--- src/rtl/uart_tx_pkg.sv ---
// ============================================================================
// Module   : uart_tx_pkg
// Purpose  : Shared types and constants for the UART transmit path.
//            Provides the transmitter FSM state type and the parity-mode
//            encodings used by the PARITY parameter of uart_tx.
// Revision : 1.0 - initial release
// ============================================================================
`default_nettype none

package uart_tx_pkg;

    // Transmitter frame states, in on-wire order.
    typedef enum logic [2:0] {
        IDLE       = 3'd0,
        START      = 3'd1,
        DATA       = 3'd2,
        PARITY_BIT = 3'd3,
        STOP       = 3'd4
    } uart_tx_state_t;

    // Parity-mode encodings for the PARITY parameter.
    localparam int PARITY_NONE = 0;
    localparam int PARITY_EVEN = 1;
    localparam int PARITY_ODD  = 2;

endpackage : uart_tx_pkg

`default_nettype wire

--- src/rtl/uart_tx_fifo.sv ---
// ============================================================================
// Module   : uart_tx_fifo
// Purpose  : Small synchronous first-word-fall-through FIFO buffering bytes
//            waiting to be serialised. The head entry is presented directly
//            from the storage array; full/empty derive from the registered
//            occupancy count only.
// Ports    : clk, reset    - clock, synchronous active-high reset
//            i_push/i_data - write request and data (ignored when full)
//            i_pop         - read request (ignored when empty)
//            o_data        - current head entry
//            o_full/o_empty/o_count - occupancy status
// Revision : 1.0 - initial release
// ============================================================================
`default_nettype none

module uart_tx_fifo #(
    parameter int WIDTH = 8,
    parameter int DEPTH = 4
) (
    input  logic                   clk,
    input  logic                   reset,
    input  logic                   i_push,
    input  logic [WIDTH-1:0]       i_data,
    input  logic                   i_pop,
    output logic [WIDTH-1:0]       o_data,
    output logic                   o_full,
    output logic                   o_empty,
    output logic [$clog2(DEPTH):0] o_count
);

    localparam int PTR_W = $clog2(DEPTH);

    logic [WIDTH-1:0] r_mem [DEPTH];
    logic [PTR_W-1:0] r_wr_ptr;
    logic [PTR_W-1:0] r_rd_ptr;
    logic [PTR_W:0]   r_count;
    logic             w_push;
    logic             w_pop;

    assign o_full  = (r_count == (PTR_W+1)'(DEPTH));
    assign o_empty = (r_count == '0);
    assign w_push  = i_push && !o_full;
    assign w_pop   = i_pop && !o_empty;
    assign o_data  = r_mem[r_rd_ptr];
    assign o_count = r_count;

    // Storage needs no reset: entries are only read when the count says
    // they were written.
    always_ff @(posedge clk) begin
        if (w_push) begin
            r_mem[r_wr_ptr] <= i_data;
        end
    end

    // DEPTH is a power of two, so the pointers wrap naturally.
    always_ff @(posedge clk) begin
        if (reset) begin
            r_wr_ptr <= '0;
            r_rd_ptr <= '0;
            r_count  <= '0;
        end else begin
            if (w_push) begin
                r_wr_ptr <= r_wr_ptr + 1'b1;
            end
            if (w_pop) begin
                r_rd_ptr <= r_rd_ptr + 1'b1;
            end
            case ({w_push, w_pop})
                2'b10:   r_count <= r_count + 1'b1;
                2'b01:   r_count <= r_count - 1'b1;
                default: r_count <= r_count;
            endcase
        end
    end

endmodule : uart_tx_fifo

`default_nettype wire

--- src/rtl/uart_tx.sv ---
// ============================================================================
// Module   : uart_tx
// Purpose  : UART transmitter. Bytes arrive over a valid/ready handshake,
//            queue in a small FIFO and are serialised LSB first as
//            start + DATA_BITS data + optional parity + stop.
// Ports    : clk, reset - clock, synchronous active-high reset
//            tx_data/tx_valid/tx_ready - input byte handshake
//            io_tx      - serial line, idles high (registered)
//            busy       - frame in progress or bytes queued
//            fifo_count - current input-buffer occupancy
// Revision : 1.0 - initial release
// ============================================================================
`default_nettype none

module uart_tx
    import uart_tx_pkg::*;
#(
    parameter int CLKS_PER_BIT = 868,
    parameter int DATA_BITS    = 8,
    parameter int PARITY       = 0,
    parameter int FIFO_DEPTH   = 4
) (
    input  logic                        clk,
    input  logic                        reset,
    input  logic [DATA_BITS-1:0]        tx_data,
    input  logic                        tx_valid,
    output logic                        tx_ready,
    output logic                        io_tx,
    output logic                        busy,
    output logic [$clog2(FIFO_DEPTH):0] fifo_count
);

    localparam int BAUD_W     = $clog2(CLKS_PER_BIT);
    localparam int BIT_W      = $clog2(DATA_BITS);
    localparam bit HAS_PARITY = (PARITY != PARITY_NONE);

    uart_tx_state_t         r_state;
    logic [BAUD_W-1:0]      r_baud;
    logic [BIT_W-1:0]       r_bit;
    logic [DATA_BITS-1:0]   r_shift;
    logic                   r_par;
    logic                   r_io_tx;

    logic [DATA_BITS-1:0]   w_head;
    logic                   w_full;
    logic                   w_empty;
    logic                   w_bit_end;
    logic                   w_pop;
    logic                   w_par_bit;

    uart_tx_fifo #(
        .WIDTH (DATA_BITS),
        .DEPTH (FIFO_DEPTH)
    ) u_fifo (
        .clk     (clk),
        .reset   (reset),
        .i_push  (tx_valid),
        .i_data  (tx_data),
        .i_pop   (w_pop),
        .o_data  (w_head),
        .o_full  (w_full),
        .o_empty (w_empty),
        .o_count (fifo_count)
    );

    assign w_bit_end = (r_baud == BAUD_W'(CLKS_PER_BIT - 1));

    // A byte leaves the FIFO either from idle or at the very end of a stop
    // bit, so consecutive frames run with no idle gap between them.
    assign w_pop = !w_empty &&
                   ((r_state == IDLE) || ((r_state == STOP) && w_bit_end));

    // r_par holds the even-parity XOR of the payload captured at pop time.
    assign w_par_bit = (PARITY == PARITY_ODD)  ? ~r_par :
                       (PARITY == PARITY_EVEN) ?  r_par : 1'b1;

    assign tx_ready = !w_full;
    assign io_tx    = r_io_tx;
    assign busy     = (r_state != IDLE) || !w_empty;

    always_ff @(posedge clk) begin
        if (reset) begin
            r_state <= IDLE;
            r_baud  <= '0;
            r_bit   <= '0;
            r_shift <= '0;
            r_par   <= 1'b0;
            r_io_tx <= 1'b1;
        end else begin
            // Baud counter free-runs within a bit and clears at every bit
            // boundary; idle pins it at zero so state entry starts clean.
            r_baud <= w_bit_end ? '0 : r_baud + 1'b1;

            case (r_state)
                IDLE: begin
                    r_baud  <= '0;
                    r_io_tx <= 1'b1;
                    if (w_pop) begin
                        r_shift <= w_head;
                        r_par   <= ^w_head;
                        r_state <= START;
                        r_io_tx <= 1'b0;
                    end
                end

                START: begin
                    if (w_bit_end) begin
                        r_state <= DATA;
                        r_bit   <= '0;
                        r_io_tx <= r_shift[0];
                    end
                end

                DATA: begin
                    if (w_bit_end) begin
                        if (r_bit == BIT_W'(DATA_BITS - 1)) begin
                            if (HAS_PARITY) begin
                                r_state <= PARITY_BIT;
                                r_io_tx <= w_par_bit;
                            end else begin
                                r_state <= STOP;
                                r_io_tx <= 1'b1;
                            end
                        end else begin
                            r_bit   <= r_bit + 1'b1;
                            r_shift <= r_shift >> 1;
                            r_io_tx <= r_shift[1];
                        end
                    end
                end

                PARITY_BIT: begin
                    if (w_bit_end) begin
                        r_state <= STOP;
                        r_io_tx <= 1'b1;
                    end
                end

                STOP: begin
                    if (w_bit_end) begin
                        if (w_pop) begin
                            r_shift <= w_head;
                            r_par   <= ^w_head;
                            r_state <= START;
                            r_io_tx <= 1'b0;
                        end else begin
                            r_state <= IDLE;
                            r_io_tx <= 1'b1;
                        end
                    end
                end

                default: begin
                    r_state <= IDLE;
                    r_io_tx <= 1'b1;
                end
            endcase
        end
    end

endmodule : uart_tx

`default_nettype wire

--- config.mk ---
export PLATFORM = sky130hd
export DESIGN_NAME = uart_tx
export DESIGN_NICKNAME = d
export VERILOG_FILES = /design/src/rtl/uart_tx_pkg.sv /design/src/rtl/uart_tx_fifo.sv /design/src/rtl/uart_tx.sv
export SDC_FILE = /design/constraint.sdc
export NUM_CORES = 1
export LEC_CHECK = 0
export ABC_AREA = 0
export CAP_MARGIN = 20
export CORE_UTILIZATION = 50
export DETAILED_ROUTE_END_ITERATION = 8
export GPL_ROUTABILITY_DRIVEN = 0
export GPL_TIMING_DRIVEN = 1
export PLACE_DENSITY = 0.78
export SKIP_CTS_REPAIR_TIMING = 1
export SLEW_MARGIN = 20
export SYNTH_ARGS = -nofsm -noshare
export SYNTH_HDL_FRONTEND = slang
export SYNTH_SLANG_ARGS = --single-unit
--- constraint.sdc ---
create_clock -name clk -period 2.65 [get_ports clk]
set_clock_uncertainty 0.2 [all_clocks]
set_input_delay 0.53 -clock clk [delete_from_list [all_inputs] [get_ports clk]]
set_output_delay 0.53 -clock clk [all_outputs]
set_load 0.01 [all_outputs]
# After elaboration in Yosys (flattened, before gate mapping)
# Memory sizes are Yosys's and may differ from the RTL's. A register that Yosys moved wholly into a read port is not among the register bits.
# Index checks and enable logic that the tools add are counted.
[word_totals] reg_bits=32 mem_bits_rw=32 inputBits=11 output_inout_bits=6 word_cells=79 mem_count=1
[classes] n_addsub=6 eq_ne=16 mux=29 n_reduce_logical=19
[memory_table] memory="u_fifo.r_mem" words=4 width=8 read_ports=1 rd_clocked_by_memory_dff=1 wr=1 line_no="uart_tx_fifo.sv:33" rtl="logic [WIDTH-1:0] r_mem [DEPTH];"
[op_table] op="$mux W8" n=4
[op_table] op="$mux W3" n=9
[op_table] op="$pmux W8 S3" n=1
[op_table] op="$pmux W3 S5" n=1
[op_table] op="$ne A2 B2 Y1 const B" n=6
[op_table] op="$pmux W3 S2" n=2
[op_table] op="$reduce_and A4 Y1" n=3
[op_table] op="$add A10 B1 Y10 const B" n=1
[op_table] op="$eq A10 B10 Y1 const B" n=1
[op_table] op="$eq A3 B3 Y1 const B" n=3
[op_table] op="$mux W1" n=9
[op_table] op="$add A3 B1 Y3 const B" n=2
[op_table] op="$eq A3 B2 Y1 const B" n=2
[op_table] op="$logic_not A3 Y1" n=2
[op_table] op="$reduce_and A6 Y1" n=1
[op_table] op="$reduce_bool A3 Y1" n=2
[op_table] op="$pmux W1 S5" n=1
[op_table] op="$add A2 B1 Y2 const B" n=2
[op_table] op="$logic_and A1 B1 Y1" n=4
[op_table] op="$mux W2" n=2
[op_table] op="$reduce_bool A2 Y1" n=2
[op_table] op="$eq A3 B1 Y1 const B" n=1
[op_table] op="$reduce_or A3 Y1" n=1
[op_table] op="$sub A3 B1 Y3 const B" n=1
[op_table] op="other kinds (5)" n=7

# Longest topological paths before layout
# Gate-level depths: netlist (run 1).
[logic_depth] depth_word=7 ltp_mapped=11 mapped_depth_nobuf=9

# Hierarchy
# Synthesis (run 1) repeated with hierarchy kept, for this count alone.
[hier_totals] cells_unflattened=236 area_unflattened_um2=2925.3
[by_module_without_submodules] module="uart_tx_fifo" instances=1 cells_each=96 area_each_um2=1635.3 seq_area_each_um2=1141.1
[by_module_without_submodules] module="uart_tx" instances=1 cells_each=140 area_each_um2=1290.0 seq_area_each_um2=500.5

# Worst setup path before layout (run 1)
# No wires, ideal clock.
[synth_path] path_kind="register to register" startpoint="reg r_baud[0]" endpoint="reg u_fifo.r_count[2] (netlist: u_fifo.o_count[2])" setup_time_ns=0.071 arrival_ns=2.499 required_time_ns=2.379 setup_slack_ns=-0.119 path_stages_with_launch=12 n_path_buf=2 synth_period_minus_slack_ns=2.769 cell_sequence="dfxtp_1 -> ha_1 -> nor3b_2 -> a31oi_2 -> buf_6 -> buf_2 -> nor2_1 -> ha_1 -> fa_1 -> xnor2_1 -> or3_1 -> a21oi_1"
[synth_between] elab_chain_len=7 elab_cells_between_ends=9 classes_between="eq/ne (3); mux (1); reduce/logical (5)"
[synth_rtl] element="start, declared" line_no="uart_tx.sv:38" rtl="logic [BAUD_W-1:0] r_baud;"
[synth_rtl] element="start signal, assigned" line_no="uart_tx.sv:92" rtl="r_baud <= w_bit_end ? '0 : r_baud + 1'b1;"
[synth_rtl] element="$eq A10 B10 Y1 *" line_no="uart_tx.sv:66" rtl="assign w_bit_end = (r_baud == BAUD_W'(CLKS_PER_BIT - 1));"
[synth_rtl] element="$logic_and A1 B1 Y1 *" line_no="uart_tx.sv:71" rtl="((r_state == IDLE) || ((r_state == STOP) && w_bit_end));"
[synth_rtl] element="$logic_or A1 B1 Y1 *" line_no="uart_tx.sv:71"
[synth_rtl] element="$logic_and A1 B1 Y1 *" line_no="uart_tx.sv:70" rtl="assign w_pop = !w_empty &&"
[synth_rtl] element="$logic_and A1 B1 Y1 *" line_no="uart_tx_fifo.sv:43" rtl="assign w_pop = i_pop && !o_empty;"
[synth_rtl] element="$eq A2 B1 Y1 / $eq A2 B2 Y1 (equally long branches)" line_no="uart_tx_fifo.sv:68" rtl="case ({w_push, w_pop})"
[synth_rtl] element="$pmux W3 S2 / $reduce_bool A2 Y1 (equally long branches)"
[synth_rtl] element="end signal, assigned" line_no="uart_tx_fifo.sv:69" rtl="2'b10: r_count <= r_count + 1'b1;"
[synth_rtl] element="end signal, assigned" line_no="uart_tx_fifo.sv:70" rtl="2'b01: r_count <= r_count - 1'b1;"
[synth_rtl] element="end signal, assigned" line_no="uart_tx_fifo.sv:71" rtl="default: r_count <= r_count;"
[synth_rtl] element="end, declared" line_no="uart_tx_fifo.sv:36" rtl="logic [PTR_W:0] r_count;"
# Mark *: on every way between the ends. The rest lies on a longest branch, timed or not.
# A chain may end at the register's enable or synchronous reset.

# Worst setup path after layout (run 1)
# Same ends and word-level chain as after synthesis.

==> run metrics, run 1 <==
DP Area 0.003158 sq mm; mux cell area share after synthesis 0.08962; largest family of logic cells by synthesized area simple AND/OR/NAND/NOR gates; CP endpoint kind register; largest net degree at the start of global routing 24; most frequent cells in the layout dfxtp_1 (34), edfxtp_1 (32), nor2_1 (18), a21oi_1 (16), clkdlybuf4s50_1 (16); crit path launch type register; min cycle time layout 2.469 ns; PnR worst setup slack 0.1808 ns; Syn Area/Cell 12.52 sq um; post-synthesis sequential area ratio 0.5653; relative slew slack 0.6211; cell accounting for the most synthesized area edfxtp_1; Post-synth EDFFs 32; Die W 78.21 microns; area share of fa/ha/maj cells after synthesis 0.04136; post-route ant nets 0; core area 0.005540 sq mm; RSZ-0062 raised after global routing no; Tcrit/Tclk final 0.9318; Setup Viol. Count Final 0; Worst Tran Pin Value 0.5675 ns; Layout fillers 466; clk buf depth 2; CP max FO 6; Clk Latency, worst-skew pair 0.33 ns; synth top area cells edfxtp_1 (33%), dfxtp_1 (23%), mux4_2 (6.2%); drt total wl 5195 microns; power per standard cell area 966.9 mW/mm^2; Port Buffer Count 16; starting density of the core 0.5242; R2R depth 9; DP HPWL 3556 microns; Main synth FF type dfxtp_1; worst-case vdd ir drop 0.0005759 V; Hold Crit Depth 2; status complete, no violations; final slew viol count 0; clk root buf clkbuf_8; WP data required 2.71 ns; CP arrival 2.53 ns; DR pass1 iterations 4; post-layout power 3.249 mW; die area 0.006117 sq mm; Synth top area share 0.3309; Post-Syn Instances 232; Post-synth ARST share 0; row count 27; Max Freq 405.0 MHz; WS Path Type register to register; most common cell after layout, fill and taps aside dfxtp_1; initial antenna violation count 0; Synth Cell Area 0.002904 sq mm; CTS Buf Count 9; Post-Synth Simple-Gate Area 0.1508; first-pass GRT wire length 8749 microns; LEAKAGE 1.152 nW; clk slew on worst S/H paths 0.07 ns; Clock Sinks 66; post-synthesis compound-gate area fraction 0.08919; vias in the first global route 1873; # diodes 0; Die Ht 78.21 microns; Vias 1888; Max Cap Viol 0; Synth-to-Final Area Change 15.73%; Worst Hold Class register to register; total track usage 0.1914; Synth Area in XOR/XNOR 0.03619; share of layout cells above drive strength 1 0.1456; drc violations 0; WL/cell 15.60 microns; Remaining Overflow, GRT 0; utilization after layout 0.6066; final hold violation count 0; synth unique cells 48; Yosys warnings 0; number of top-level pins 17; CP Cell Sequence ha_4 -> nor3b_2 -> a31oi_2 -> nor2_1 -> ha_1 -> fa_1 -> xnor2_1 -> or3_1 -> a21oi_1; CTS tree built; Net count, final 276; Finished Cell Area 0.003361 sq mm; total nets after synthesis 252; drt first-iter violations 101; H-tree depth 3; Setup Slack @ Placement -0.01702 ns; via/cell ratio 5.670; Yosys reg bits 66; largest stage delay on the critical path 0.38 ns; Slowest-stage cell, CP fa_1
[power by group]
| part | total [mW] | switching [mW] | internal [mW] |
|---|---|---|---|
| combinational | 0.970 | 0.492 | 0.478 |
| sequential | 1.40 | 0.151 | 1.25 |
| clock | 0.881 | 0.356 | 0.525 |
| total | 3.25 | 0.999 | 2.25 |
[flip-flops by register name (all words and copies together), names as in the netlist, named ones only]
name,flops
u_fifo.r_mem,32
u_fifo.o_count,3
r_state,3
u_fifo.r_rd_ptr,2
r_baud,10
u_fifo.r_wr_ptr,2
r_bit,3
r_shift,8
io_tx,1
[synthesized netlist by cell type, types with 2 or more instances]
master / n
buf_6: 2
o2111ai_1: 2
and3_1: 6
nor2_1: 18
clkbuf_1: 2
nand4_1: 2
a32oi_1: 2
and2_1: 2
buf_2: 4
edfxtp_1: 32
dfxtp_1: 34
a31o_2: 2
mux2i_1: 8
o21ai_0: 12
xnor2_1: 6
a21oi_1: 16
or3_1: 10
nand2_1: 9
inv_1: 5
ha_1: 8
xor2_1: 6
nand3_1: 6
mux4_2: 8
nor3b_1: 2
nor3_1: 5
[cells by family after synthesis]
family                     count (synthesis)
buffers and inverters                     15
muxes                                     16
xor gates and xnor gates                  12
AOI/OAI and AO/OA                         41
adders and majority gates                  9
DFF                                       66
and+or+nand+nor                           73
[per-stage QoR]
step                TNS [ns]  hold slack (ns)  cells
floorplan                  0           0.2490    232
global placement           0           0.2598    317
detailed placement  -0.01702           0.2683    317
CTS                        0           0.2773    333
global route               0           0.2989    333
finish                     0           0.2739    333
[worst max-delay path, delay by kind of cell (launching register included)]
| family | cells | cell delay, ns |
|---|---|---|
| adders and majority gates | 3 | 0.79 |
| AOI/OAI and AO/OA | 2 | 0.37 |
| and+or+nand+nor | 3 | 0.56 |
| xor gates and xnor gates | 1 | 0.14 |
| DFF | 1 | 0.35 |
[area by class of cell]
| type | instances | area, sq um | area share |
|---|---|---|---|
| inverter | 5 | 18.77 | 0.005585 |
| timing repair buffer | 23 | 212.7 | 0.06329 |
| multi-input combinational | 151 | 1195 | 0.3555 |
| clock inverter | 4 | 67.56 | 0.02010 |
| tap | 72 | 90.09 | 0.02681 |
| sequential | 66 | 1642 | 0.4885 |
| clock buffer | 12 | 135.1 | 0.04021 |
[final timing paths]
path / to / start / slack (ns)
hold / removal: r_shift[2] / r_shift[2] / 0.27
hold reg to reg: r_shift[2] / r_shift[2] / 0.27
setup reg to reg: u_fifo.o_count[2] / r_baud[0] / 0.18
setup / recovery: u_fifo.o_count[2] / r_baud[0] / 0.18
[routing by layer]
metal | share of wire | wire, microns | GRT usage | vias to the layer above
met5 | 0 | 0 | 0 | -
met4 | 0.012 | 61 | 0.09630 | 0
met3 | 0.030 | 154 | 0.04535 | 6
met2 | 0.50 | 2599 | 0.3211 | 35
met1 | 0.46 | 2378 | 0.2296 | 923
li1 | - | - | - | 924
No activity file was read; power rests on OpenSTA's default activity.
==> run 2, diff against run 1 <==
Settings changed: CAP_MARGIN 20 to not set, CORE_MARGIN set to 5, CTS_CLUSTER_DIAMETER set to 50.
==> run 2 against run 1 <==
  * Via count down 0.32%
  * Count of clock-buffer cells in the layout down 3
  * Combinational power about the same
  * Maximum frequency down 1.2%
  * Critical path type unchanged
==> run metrics, run 2 (synthesis results as in run 1) <==
worst-case vdd ir drop 0.0004998 V (-13%); clk slew on worst S/H paths 0.07 ns (about the same); WL/cell 14.88 microns (-4.6%); drc violations 0 (unchanged); Port Buffer Count 16 (unchanged); post-route ant nets 0 (unchanged); clk root buf clkbuf_8; Setup Slack @ Placement -0.01820 ns (-0.001180 ns); area of the multi-input gates 0.001195 sq mm (unchanged); initial antenna violation count 0 (unchanged); DP HPWL 3495 microns (-1.7%); Worst R2R Start r_baud[0]; Clock Sinks 66 (unchanged); Tcrit/Tclk final 0.9427 (+0.01090); largest net degree at the start of global routing 24 (unchanged); Synth-to-Final Area Change 15.34%; via/cell ratio 5.635 (-0.62%); Max Cap Viol 0 (unchanged); crit path capture u_fifo.o_count[2]; min cycle time layout 2.498 ns (+0.02889 ns); starting density of the core 0.5210 (-0.003177); Top Registers u_fifo.r_mem (32), r_baud (10), r_shift (8); final hold violation count 0 (unchanged); DR pass1 iterations 4 (unchanged); crit path launch type register; reg2reg setup slack 0.15 ns (-0.03 ns); drt first-iter violations 78 (-23%); CP max FO 6 (unchanged); CP arrival 2.57 ns (+0.04 ns); relative slew slack 0.6354 (+0.01430); Layout fillers 445 (-4.5%); PnR worst setup slack 0.1519 ns (-0.02889 ns); die area 0.007432 sq mm (+22%); Clk Latency, worst-skew pair 0.34 ns (about the same); status complete, no violations; WS Path Type register to register; Die Ht 86.21 microns (+10%); # diodes 0 (unchanged); drt total wl 4970 microns (-4.3%); Worst Tran Pin Value 0.5461 ns (-0.02141 ns); core area 0.005574 sq mm (+0.61%); power per standard cell area 932.7 mW/mm^2 (-3.5%); clk buf depth 2 (unchanged); H-tree depth 3 (unchanged); most common cell after layout, fill and taps aside dfxtp_1; share of layout cells above drive strength 1 0.1679 (+0.02235); Net count, final 277 (+0.36%); R2R depth 9 (unchanged); final slew viol count 0 (unchanged); CTS tree built; sequential cell area 0.001642 sq mm (unchanged); row count 27 (unchanged); LEAKAGE 1.149 nW (-0.31%); Worst Hold Class register to register; CP endpoint kind register; total track usage 0.1441 (-0.04730); Die W 86.21 microns (+10%); Remaining Overflow, GRT 0 (unchanged); CTS Buf Count 9 (unchanged); FF-to-FF End u_fifo.o_count[2]; Hold Slack 0.2764 ns (+0.002536 ns); Vias 1882 (-0.32%); Max Freq 400.3 MHz (-1.2%); Setup Viol. Count Final 0 (unchanged); RSZ-0062 raised after global routing no; Top reg by flops u_fifo.r_mem; first-pass GRT wire length 8286 microns (-5.3%); Worst Setup SP r_baud[0]; most frequent cells in the layout dfxtp_1 (34), edfxtp_1 (32), nor2_1 (18), a21oi_1 (16), clkdlybuf4s50_1 (16); WP data required 2.72 ns (about the same); vias in the first global route 1800 (-3.9%); number of top-level pins 17 (unchanged); max FFs per register 32 (unchanged)
run 2: how the worst min path moves through the flow:
stage | from | to | slack (ns) | cells after the start
floorplan | r_shift[0] | r_shift[0] | 0.25 | 2
global placement | r_shift[5] | r_shift[5] | 0.26 | 2
detailed placement | r_shift[0] | r_shift[0] | 0.27 | 2
CTS | r_shift[0] | r_shift[0] | 0.28 | 2
global route | io_tx | io_tx | 0.31 | 1
finish | r_shift[6] | r_shift[6] | 0.28 | 2
run 2: power breakdown:
group | leakage, nW | internal, mW | switching, mW
clock | 0.0908 | 0.353 | 0.409
sequential | 0.570 | 1.25 | 0.146
combinational | 0.487 | 0.485 | 0.484
run 2: layout make-up:
cell class	instances	share of cell area
clock inverter	7	0.01793
sequential	66	0.4901
tap	72	0.02690
inverter	5	0.005603
clock buffer	9	0.03698
timing repair buffer	24	0.06575
multi-input combinational	151	0.3567
run 2: critical path: stages (launching register included):
cell	delay, ns
dfxtp_1	0.35
ha_4	0.19
nor3b_2	0.17
a31oi_2	0.25
nor2_1	0.09
ha_1	0.21
fa_1	0.38
xnor2_1	0.14
or3_1	0.31
a21oi_1	0.14
run 2: layer usage:
| layer | part of all wire | routed length, microns | vias to the layer above | global-route usage |
|---|---|---|---|---|
| met3 | 0.046 | 228 | 5 | 0.05228 |
| li1 | - | - | 926 | - |
| met1 | 0.45 | 2244 | 912 | 0.1777 |
| met2 | 0.49 | 2444 | 39 | 0.2383 |
| met4 | 0.011 | 53 | 0 | 0.04249 |
| met5 | 0 | 0 | - | 0 |
run 2: metrics by stage:
| stage | cells | utilization | cell area [sq um] | power, mW | setup TNS [ns] |
|---|---|---|---|---|---|
| floorplan | 232 | - | 2919 | 2.085 | 0 |
| global placement | 318 | 0.5679 | 3166 | 2.352 | 0 |
| detailed placement | 318 | 0.5679 | 3166 | 2.391 | -0.01820 |
| CTS | 334 | 0.6009 | 3349 | 3.161 | 0 |
| global route | 334 | 0.6009 | 3349 | 3.336 | 0 |
| finish | 334 | 0.6009 | 3349 | 3.124 | 0 |
==> run 3, diff against run 2 <==
Settings changed: PLACE_DENSITY 0.78 to 0.76, SKIP_CTS_REPAIR_TIMING 1 to not set, SYNTH_HIERARCHICAL set to 1.
Clock period 2.65 ns to 3.2 ns, I/O delays scaled along.
==> run 3 against run 2 <==
  * Core utilization is 0.18 points lower
  * Critical path type unchanged
  * Largest power group unchanged
  * Hold slack worse by 0.017 ns
  * Sequential share of layout area is 0.15 points lower
  * Non-clock buffer count is 4 lower
  * Clock power is 7.5% lower
  * Wire length is 0.10% lower
  * Combinational power is 15% lower
  * Sequential power is 19% lower
  * Global-route usage is 0.16 points higher
  * Area after synthesis is 0.73% higher
  * First-iteration DRC count is 35% higher
==> run metrics, run 3 <==
Yosys reg bits 66 (unchanged); R2R depth 12 (+3); clk slew on worst S/H paths 0.08 ns (about the same); total nets after synthesis 256 (+1.6%); cell accounting for the most synthesized area edfxtp_1; RSZ-0062 raised after global routing no; post-layout power 2.648 mW (-15%); delay-heaviest family, CP adder cells; DR pass1 iterations 4 (unchanged); Synth-to-Final Area Change 14.84%; DP Area 0.003148 sq mm (-0.55%); sequential cell area 0.001642 sq mm (unchanged); Die W 86.49 microns (+0.32%); area of the multi-input gates 0.001191 sq mm (-0.31%); # diodes 0 (unchanged); Most common cell on crit path inv_1; drt first-iter violations 105 (+35%); WS Path Type register to register; clk root buf clkbuf_8; hold path start r_baud[0]; Syn Area/Cell 12.40 sq um (-0.97%); CTS tree built; min cycle time layout 2.911 ns (+0.4134 ns); starting density of the core 0.5216 (+0.0006546); Post-Syn Instances 236 (+1.7%); relative slew slack 0.5865 (-0.04895); FF-to-FF End u_fifo/o_count[2]; post-synthesis sequential area ratio 0.5612 (-0.004110); Die Ht 86.49 microns (+0.32%); WP data required 3.25 ns (+0.53 ns); core area 0.005608 sq mm (+0.61%); LEAKAGE 1.178 nW (+2.6%); Main synth FF type dfxtp_1; utilization after layout 0.5991 (-0.001835); most frequent cells in the layout dfxtp_1 (34), edfxtp_1 (32), nor2_1 (19), a21oi_1 (16), clkdlybuf4s50_1 (16); Tcrit/Tclk final 0.9098 (-0.03284); vias in the first global route 1759 (-2.3%); WL/cell 14.87 microns (-0.10%); crit path launch type register; Slowest-stage cell, CP fa_1; CP endpoint kind register; CP arrival 2.97 ns (+0.40 ns); Hold Crit Depth 1 (-1); reg2reg setup slack 0.29 ns (+0.14 ns); Max Cap Viol 0 (unchanged); die area 0.007481 sq mm (+0.65%); Max Freq 343.5 MHz (-14%); Vias 1834 (-2.6%); worst-case vdd ir drop 0.0004534 V (-9.3%); Yosys warnings 6 (+6); largest stage delay on the critical path 0.37 ns (about the same); most common cell after layout, fill and taps aside dfxtp_1; Clk Latency, worst-skew pair 0.33 ns (about the same); Clock Sinks 66 (unchanged); PnR worst setup slack 0.2885 ns (+0.1366 ns); row count 27 (unchanged); via/cell ratio 5.491 (-2.6%); CP Cell Sequence ha_2 -> nor3b_4 -> nand3_1 -> a21boi_2 -> o31ai_2 -> inv_1 -> ha_1 -> inv_1 -> fa_1 -> xor2_1 -> or3_1 -> a21oi_1; Worst R2R Start r_baud[0]; total track usage 0.1457 (+0.001630); Top reg by flops u_fifo/r_mem; hold path endpoint r_baud[0]; commonest cells in the netlist dfxtp_1 (34), edfxtp_1 (32), nor2_1 (19); drc violations 0 (unchanged); CP max FO 5 (-1); synth unique cells 50 (+4.2%); Net count, final 277 (unchanged); number of top-level pins 17 (unchanged); Layout fillers 468 (+5.2%); max FFs per register 32 (unchanged); count leader, synth dfxtp_1; Post-synth ARST share 0 (unchanged); status complete, no violations; final slew viol count 0 (unchanged); post-CTS setup buffer count 0; H-tree depth 3 (unchanged); clk buf depth 2 (unchanged); Final TNS setup 0 ns (unchanged); Top Registers u_fifo/r_mem (32), r_baud (10), r_shift (8); Remaining Overflow, GRT 0 (unchanged); Setup Viol. Count Final 0 (unchanged); share of layout cells above drive strength 1 0.1527 (-0.01527); Buf+Inv Stages, Crit Path 2 (+2); Synth Cell Area 0.002925 sq mm (+0.73%); Finished Cell Area 0.003359 sq mm (+0.30%); post-route ant nets 0 (unchanged); final hold violation count 0 (unchanged); initial antenna violation count 0 (unchanged); synth top area cells edfxtp_1 (33%), dfxtp_1 (23%), mux4_2 (6.2%); Worst Hold Class register to register; Worst Tran Pin Value 0.6183 ns (+0.07223 ns); Post-synth EDFFs 32 (unchanged); Port Buffer Count 16 (unchanged); Synth top area share 0.3285 (-0.002406); drt total wl 4965 microns (-0.10%); largest net degree at the start of global routing 17 (-29%); Setup Slack @ Placement 0.1251 ns (+0.1433 ns); CTS Buf Count 9 (unchanged); first-pass GRT wire length 8397 microns (+1.3%); power per standard cell area 788.2 mW/mm^2 (-15%); DP HPWL 3342 microns (-4.4%); CP Depth 12 (+3)
-- run 3: what timing repair did --
action | CTS | global route
gates resized for setup | 0 | 3
endpoints found under the setup margin | 0 | 1
hold buffers | 0 | 0
-- run 3: final cells by class --
cell class	count	share of cell area
timing repair buffer	20	0.05661
inverter	11	0.01229
multi-input combinational	149	0.3546
sequential	66	0.4886
clock buffer	9	0.03687
tap	72	0.02682
clock inverter	7	0.02421
-- run 3: power by group --
part           internal, mW  switching, mW  leakage [nW]
clock network         0.372          0.333         0.101
logic                 0.412          0.416         0.506
registers              1.01          0.108         0.571
total                  1.79          0.857          1.18
-- run 3: per-layer routing --
metal | vias to the layer above | GRT usage | part of all wire
met3 | 5 | 0.05608 | 0.043
met5 | - | 0 | 0
li1 | 920 | - | -
met2 | 27 | 0.2316 | 0.48
met1 | 882 | 0.1875 | 0.47
met4 | 0 | 0.03683 | 0.0085
-- run 3: worst register-to-register path: cells and delay by family, from the launching register on --
family | cells | cell delay (ns)
compound gates | 3 | 0.45
xor+xnor | 1 | 0.16
fa+ha+maj | 3 | 0.79
buf+inv | 2 | 0.13
flops | 1 | 0.36
simple gates | 3 | 0.75
-- run 3: logic make-up (layout without fill, tap and decap cells) --
kind of cell,after synthesis,count (layout),synth area share
AO/OA/AOI/OAI,45,45,0.1061
XOR/XNOR,11,11,0.03294
adder cells (fa/ha/maj),9,9,0.04106
buffers and inverters,21,47,0.03378
flip-flops,66,66,0.5612
multiplexers,17,17,0.09239
AND/OR/NAND/NOR,67,67,0.1326
-- run 3: metrics by stage --
stage	cells	hold slack, ns
floorplan	236	0.2132
global placement	318	0.2231
detailed placement	318	0.2328
CTS	334	0.2442
global route	334	0.3181
finish	334	0.2590
-- run 3: worst max path at each step --
stage	from	endpoint	slack, ns
after floorplan	r_baud[0]	u_fifo/o_count[2]	0.24
after global placement	r_baud[0]	u_fifo/o_count[2]	0.25
after detailed placement	r_baud[0]	u_fifo/o_count[2]	0.13
after CTS	r_baud[0]	u_fifo/o_count[2]	0.09
after global routing	r_baud[0]	u_fifo/o_count[2]	0.05
final	r_baud[0]	u_fifo/o_count[2]	0.29
